--- config.mk ---
export PLATFORM = sky130hd
export DESIGN_NAME = axi_lite_master_bridge
export DESIGN_NICKNAME = d
export VERILOG_FILES = /design/src/rtl/axi_lite_pkg.sv /design/src/rtl/axi_lite_master_bridge.sv
export SDC_FILE = /design/constraint.sdc
export NUM_CORES = 1
export LEC_CHECK = 0
export ABC_AREA = 0
export CAP_MARGIN = 15
export CORE_MARGIN = 2
export CORE_UTILIZATION = 33
export CTS_BUF_LIST = sky130_fd_sc_hd__clkbuf_4 sky130_fd_sc_hd__clkbuf_8 sky130_fd_sc_hd__clkbuf_16
export DETAILED_ROUTE_END_ITERATION = 7
export PLACE_DENSITY = 0.79
export REMOVE_ABC_BUFFERS = 1
export SLEW_MARGIN = 25
export SYNTH_ARGS = -nofsm -noshare
export SYNTH_HDL_FRONTEND = slang
export SYNTH_SLANG_ARGS = --single-unit
--- constraint.sdc ---
create_clock -name M_AXI_aclk -period 2.8 [get_ports M_AXI_aclk]
set_input_delay 0.28 -clock M_AXI_aclk [delete_from_list [all_inputs] [get_ports M_AXI_aclk]]
set_output_delay 0.28 -clock M_AXI_aclk [all_outputs]
set_load 0.005 [all_outputs]
--- src/rtl/axi_lite_pkg.sv ---
// Shared constants and state type for the AXI4-Lite master bridge.
package axi_lite_pkg;

  localparam logic [1:0] RESP_OKAY   = 2'b00;
  localparam logic [1:0] RESP_EXOKAY = 2'b01;
  localparam logic [1:0] RESP_SLVERR = 2'b10;
  localparam logic [1:0] RESP_DECERR = 2'b11;

  localparam logic [2:0] PROT_DEFAULT = 3'b000;

  typedef enum logic [2:0] {
    ST_IDLE,
    ST_WR_AW_W,
    ST_WR_B,
    ST_RD_AR,
    ST_RD_R
  } state_t;

endpackage

--- src/rtl/axi_lite_master_bridge.sv ---
// Single-outstanding AXI4-Lite initiator: word-addressed command port in, byte-addressed AXI out.
// Optional watchdog enabled by defining AXI_TIMEOUT_EN.
module axi_lite_master_bridge
  import axi_lite_pkg::*;
#(
  parameter int ADDR_WIDTH       = 14,
  parameter int DATA_WIDTH       = 16,
  parameter int M_AXI_ADDR_WIDTH = 32,
  parameter int M_AXI_DATA_WIDTH = 32,
  parameter int TIMEOUT_CYCLES   = 1024
) (
  input  logic                          M_AXI_aclk,
  input  logic                          M_AXI_areset,
  input  logic                          cmd_valid,
  output logic                          cmd_ready,
  input  logic                          cmd_write,
  input  logic [ADDR_WIDTH-1:0]         cmd_addr,
  input  logic [DATA_WIDTH-1:0]         cmd_wdata,
  output logic                          rsp_valid,
  output logic [DATA_WIDTH-1:0]         rsp_rdata,
  output logic [1:0]                    rsp_resp,
  output logic                          timeout,
  output logic [M_AXI_ADDR_WIDTH-1:0]   M_AXI_awaddr,
  output logic [2:0]                    M_AXI_awprot,
  output logic                          M_AXI_awvalid,
  input  logic                          M_AXI_awready,
  output logic [M_AXI_DATA_WIDTH-1:0]   M_AXI_wdata,
  output logic [M_AXI_DATA_WIDTH/8-1:0] M_AXI_wstrb,
  output logic                          M_AXI_wvalid,
  input  logic                          M_AXI_wready,
  input  logic [1:0]                    M_AXI_bresp,
  input  logic                          M_AXI_bvalid,
  output logic                          M_AXI_bready,
  output logic [M_AXI_ADDR_WIDTH-1:0]   M_AXI_araddr,
  output logic [2:0]                    M_AXI_arprot,
  output logic                          M_AXI_arvalid,
  input  logic                          M_AXI_arready,
  input  logic [M_AXI_DATA_WIDTH-1:0]   M_AXI_rdata,
  input  logic [1:0]                    M_AXI_rresp,
  input  logic                          M_AXI_rvalid,
  output logic                          M_AXI_rready
);

  state_t                        r_state;
  logic                          r_cmd_ready;
  logic                          r_rsp_valid;
  logic [DATA_WIDTH-1:0]         r_rsp_rdata;
  logic [1:0]                    r_rsp_resp;
  logic [M_AXI_ADDR_WIDTH-1:0]   r_awaddr;
  logic [M_AXI_ADDR_WIDTH-1:0]   r_araddr;
  logic [M_AXI_DATA_WIDTH-1:0]   r_wdata;
  logic [M_AXI_DATA_WIDTH/8-1:0] r_wstrb;
  logic                          r_awvalid;
  logic                          r_wvalid;
  logic                          r_bready;
  logic                          r_arvalid;
  logic                          r_rready;

  logic [M_AXI_ADDR_WIDTH-1:0]   w_byte_addr;
  logic [M_AXI_DATA_WIDTH-1:0]   w_wdata_ext;
  logic                          w_aw_done;
  logic                          w_w_done;
  logic                          w_complete;
  logic                          w_unused;

  assign w_byte_addr = M_AXI_ADDR_WIDTH'({cmd_addr, 2'b00});
  assign w_wdata_ext = M_AXI_DATA_WIDTH'(cmd_wdata);
  // A channel counts as done if it already handshook or is handshaking this cycle.
  assign w_aw_done   = !r_awvalid || M_AXI_awready;
  assign w_w_done    = !r_wvalid  || M_AXI_wready;
  assign w_complete  = (r_state == ST_WR_B && M_AXI_bvalid) || (r_state == ST_RD_R && M_AXI_rvalid);
  assign w_unused    = &{1'b0, M_AXI_rdata, (TIMEOUT_CYCLES > 0)};

`ifdef AXI_TIMEOUT_EN
  localparam int CNT_W = $clog2(TIMEOUT_CYCLES + 1);
  localparam logic [CNT_W-1:0] CNT_LIMIT = CNT_W'(TIMEOUT_CYCLES - 1);
  logic [CNT_W-1:0] r_cnt;
  logic             r_timeout;
  assign timeout = r_timeout;
`else
  assign timeout = 1'b0;
`endif

  always_ff @(posedge M_AXI_aclk or posedge M_AXI_areset) begin
    if (M_AXI_areset) begin
      r_state     <= ST_IDLE;
      r_cmd_ready <= 1'b0;
      r_rsp_valid <= 1'b0;
      r_rsp_rdata <= '0;
      r_rsp_resp  <= '0;
      r_awaddr    <= '0;
      r_araddr    <= '0;
      r_wdata     <= '0;
      r_wstrb     <= '0;
      r_awvalid   <= 1'b0;
      r_wvalid    <= 1'b0;
      r_bready    <= 1'b0;
      r_arvalid   <= 1'b0;
      r_rready    <= 1'b0;
`ifdef AXI_TIMEOUT_EN
      r_cnt       <= '0;
      r_timeout   <= 1'b0;
`endif
    end else begin
      r_rsp_valid <= 1'b0;
      case (r_state)
        ST_IDLE: begin
          if (cmd_valid && r_cmd_ready) begin
            r_cmd_ready <= 1'b0;
            if (cmd_write) begin
              r_awaddr  <= w_byte_addr;
              r_wdata   <= w_wdata_ext;
              r_wstrb   <= '1;
              r_awvalid <= 1'b1;
              r_wvalid  <= 1'b1;
              r_state   <= ST_WR_AW_W;
            end else begin
              r_araddr  <= w_byte_addr;
              r_arvalid <= 1'b1;
              r_state   <= ST_RD_AR;
            end
          end else begin
            // Holding off one cycle after rsp_valid falls out naturally: ready rises at this edge.
            r_cmd_ready <= 1'b1;
          end
        end
        ST_WR_AW_W: begin
          if (M_AXI_awready) r_awvalid <= 1'b0;
          if (M_AXI_wready)  r_wvalid  <= 1'b0;
          if (w_aw_done && w_w_done) begin
            r_bready <= 1'b1;
            r_state  <= ST_WR_B;
          end
        end
        ST_WR_B: begin
          if (M_AXI_bvalid) begin
            r_bready    <= 1'b0;
            r_rsp_valid <= 1'b1;
            r_rsp_resp  <= M_AXI_bresp;
            r_rsp_rdata <= '0;
            r_state     <= ST_IDLE;
          end
        end
        ST_RD_AR: begin
          if (M_AXI_arready) begin
            r_arvalid <= 1'b0;
            r_rready  <= 1'b1;
            r_state   <= ST_RD_R;
          end
        end
        ST_RD_R: begin
          if (M_AXI_rvalid) begin
            r_rready    <= 1'b0;
            r_rsp_valid <= 1'b1;
            r_rsp_resp  <= M_AXI_rresp;
            r_rsp_rdata <= M_AXI_rdata[DATA_WIDTH-1:0];
            r_state     <= ST_IDLE;
          end
        end
        default: r_state <= ST_IDLE;
      endcase
`ifdef AXI_TIMEOUT_EN
      r_timeout <= 1'b0;
      if (r_state == ST_IDLE) begin
        r_cnt <= '0;
      end else if (!w_complete && r_cnt == CNT_LIMIT) begin
        // Abort overrides the case above; a real completion this cycle still wins.
        r_awvalid   <= 1'b0;
        r_wvalid    <= 1'b0;
        r_bready    <= 1'b0;
        r_arvalid   <= 1'b0;
        r_rready    <= 1'b0;
        r_rsp_valid <= 1'b1;
        r_rsp_resp  <= RESP_SLVERR;
        r_rsp_rdata <= '0;
        r_timeout   <= 1'b1;
        r_state     <= ST_IDLE;
      end else begin
        r_cnt <= r_cnt + 1'b1;
      end
`endif
    end
  end

  assign cmd_ready     = r_cmd_ready;
  assign rsp_valid     = r_rsp_valid;
  assign rsp_rdata     = r_rsp_rdata;
  assign rsp_resp      = r_rsp_resp;
  assign M_AXI_awaddr  = r_awaddr;
  assign M_AXI_awprot  = PROT_DEFAULT;
  assign M_AXI_awvalid = r_awvalid;
  assign M_AXI_wdata   = r_wdata;
  assign M_AXI_wstrb   = r_wstrb;
  assign M_AXI_wvalid  = r_wvalid;
  assign M_AXI_bready  = r_bready;
  assign M_AXI_araddr  = r_araddr;
  assign M_AXI_arprot  = PROT_DEFAULT;
  assign M_AXI_arvalid = r_arvalid;
  assign M_AXI_rready  = r_rready;

endmodule
==> out/results.txt <==
Die span in x - 107 µm
Synth top area cells - dfrtp_1 53%, mux2_2 16%, buf_4 14%
Worst skew pair latency - 0.34 ns
Largest buffer count on any clock path - 2
Maximum fanout encountered on the critical timing path - 21
Share of cells above drive strength 1 - 18.1%
Unrepaired setup endpoints after global routing - no
Area leader, netlist - dfrtp_1
Dominant combinational cell family by area after synthesis - multiplexers
Standby leakage power - 0.00212 µW
Number of warnings printed during yosys synthesis - 0
Maximum number of pins on one net before global-route repair - 40
Sort of element at the end of the critical path - flip-flop
CTS tree - done
Final Hold Vio Count - 0
Class of the most critical setup path - reg -> reg
Depth of the CTS H-tree - 3
Finished Layout Cells - 557
Design area - 4950 µm²
Cell Count Post-Placement - 541
Router iterations before antenna repair - 4
Number of cells produced by synthesis - 282
DPL Wire Length - 5350 µm
Final Max Slew Viols - 0
Power Dens Cells - 933 nW/µm²
Netlist area before placement - 3470 µm²
Aggregate negative setup slack - 0 ns
Share of synthesized cell area in and, or, nand and nor gates - 5.95%
Clock Pin Slew Worst Setup and Hold Paths - 0.08 ns
Maximum ir drop on the vdd rail - 0.000429 V
Capture instance of the worst register-to-register path - M_AXI_wdata[7]$_DFFE_PP0P_
Final wirelength - 7260 µm
Worst slew margin relative to its limit - 50.5%
Crit share post-route - 72.3%
Minimum clock period - 2.02 ns
Number of gates resized after CTS - 0
Cell count of the worst reg-to-reg path - 4
Utilization of the core after routing - 48.2%
Mean instance size in the synthesized netlist - 12.3 µm²
Most frequent cells after synthesis - 73 x dfrtp_1, 64 x buf_4, 49 x mux2_2
DIE HEIGHT - 107 µm
Number of sinks handled by clock tree synthesis - 73
Worst-Margin Slew - 0.742 ns
Synthesized-area fraction occupied by adder cells - 0%
Number of enable flip-flop cells after synthesis - 0
Cts hold-fix bufs - 0
Maximum Capacitance Violations - 0
Routed via count - 2308
Buffer count from post-CTS setup fixing - 0
Initial DRC count - 60
Predominant post-synthesis flop cell - dfrtp_1
Worst reg-to-reg setup slack - 0.78 ns
Async S/R FF share, synth - 100%
Number of remaining DRC errors - 0
GRT Total Usage - 13.1%
Initial antenna violation count - 0
CP required - 3.02 ns
Sequential cell area fraction in the yosys report - 52.7%
Startpoint type of the worst setup path - flip-flop
Most frequently used cell type in the post-synthesis netlist - dfrtp_1
Area of the multi-input gates - 1250 µm²
First-pass GRT wire length - 11700 µm
Launching instance or port of the critical path - r_state[0]$_DFFE_PP0P_
Diode insertion count for antenna repair - 0
Signal arrival time at the worst endpoint - 2.24 ns
Number of ports placed on the die boundary - 207
Share of Yosys cell area claimed by the top area cell type - 52.7%
Clock buffer count from CTS - 9
Post-synthesis xor/xnor area fraction - 0%
Netlist cell types - 26
Buffers on Ports - 131
Portion of netlist area occupied by mux cells - 20.8%
Compound-gate portion of the synthesized area - 2.92%
Hold/Removal Path Class - in -> async
Instance area after placement - 4700 µm²
Count of endpoints failing setup in the final report - 0
Worst hold slack after final layout - 0.383 ns
CTS Root Cell - clkbuf_8
Vias in the first global route - 2338
Clock tree skew after final layout - 0.0106 ns
Outcome - finished, final reports clean
Avg WL per Cell - 13.0 µm
Count of nets left with antenna violations after detail routing - 0
Area taken by flip-flops and latches - 1830 µm²
Area Growth Syn to Fin - 42.8%
Starting utilization of the core area - 33.7%
Final Wtd Congestion - 0.748
Nets - 491
Start of the worst register-to-register path - r_state[0]$_DFFE_PP0P_
Number of fillers in the final layout - 948
Post-DR vias/cell - 4.14
Destination of the critical timing path - M_AXI_wdata[7]$_DFFE_PP0P_
Post-synthesis register bit count - 73
Gr ovfl total - 0
Fmax - 494 MHz
Die outline area - 11300 µm²
Core area - 10300 µm²
Std cell rows - 37
-- metal layers --
layer,vias up,GRT usage (%),part of all wire [%]
met3,8,5.09,11
met4,0,5.29,1.1
met1,1093,15.3,39
met2,135,21.7,48
met5,-,0,0
li1,1072,-,-
-- power breakdown --
group          internal [µW]  switching, µW  leakage [µW]
sequential              1490            287      0.000900
combinational           1250            589       0.00110
clock                    625            382      0.000123
total                   3360           1260       0.00212
-- worst min-delay path by stage --
stage	cells after the start	end	startpoint
3_5_place_dp	1	M_AXI_wdata[14]$_DFFE_PP0P_	M_AXI_wdata[14]$_DFFE_PP0P_
6_report	2	rsp_rdata[0]$_DFFE_PP0P_	M_AXI_areset
5_1_grt	2	rsp_rdata[0]$_DFFE_PP0P_	M_AXI_areset
3_3_place_gp	1	M_AXI_wdata[0]$_DFFE_PP0P_	M_AXI_wdata[0]$_DFFE_PP0P_
4_1_cts	2	rsp_rdata[0]$_DFFE_PP0P_	M_AXI_areset
2_1_floorplan	1	M_AXI_awvalid$_DFFE_PP0P_	M_AXI_awready
-- final cells by class --
type,count,share of cell area [%]
repair buffers,136,27.7
inverters,21,1.59
clock inverters,5,2.07
well taps,136,3.44
clock buffers,11,2.93
flip-flops and latches,73,36.9
multi-input cells,175,25.3
-- through the flow --
stage	setup slack, ns	total power (µW)
after floorplan	0.269	2500
after global routing	0.618	4940
after global placement	0.753	3590
after detailed placement	0.722	3660
final	0.777	4620
after CTS	0.701	4720
-- placed cells by master, fill, tap and decap left out, drive strengths merged, types with 2 or more instances in the layout --
cell           netlist  layout
clkdlybuf4s50        0     131
dfrtp               73      73
conb                 1      59
mux2                49      49
inv                 21      21
nand2               18      18
mux2i               17      17
clkbuf               0      11
o21ai                5       5
buf                 71       5
nand2b               4       4
a21oi                4       4
nand3b               3       3
bufinv               0       3
nor3b                2       2
nor2                 2       2
a22oi                2       2
-- state kept, by name (all words and copies together), names as in the netlist --
| name | cells |
|---|---|
| M_AXI_wdata | 16 |
| rsp_rdata | 16 |
| M_AXI_araddr | 14 |
| M_AXI_awaddr | 14 |
| r_state | 3 |
| rsp_resp | 2 |
| M_AXI_arvalid | 1 |
| M_AXI_awvalid | 1 |
| M_AXI_bready | 1 |
| M_AXI_rready | 1 |
| M_AXI_wstrb | 1 |
| M_AXI_wvalid | 1 |
| cmd_ready | 1 |
| rsp_valid | 1 |
-- logic make-up after synthesis --
family,count (synthesis)
buf+inv,92
flops,73
other cells,1
mux,66
compound gates,16
simple gates,34
-- critical path: stages (launching register included) --
cell     delay [ns]
dfrtp_1        0.55
nor3_4         0.29
nand4_2        0.44
buf_12         0.34
mux2_2         0.28
Note: power is estimated with default switching activity, not from simulation.
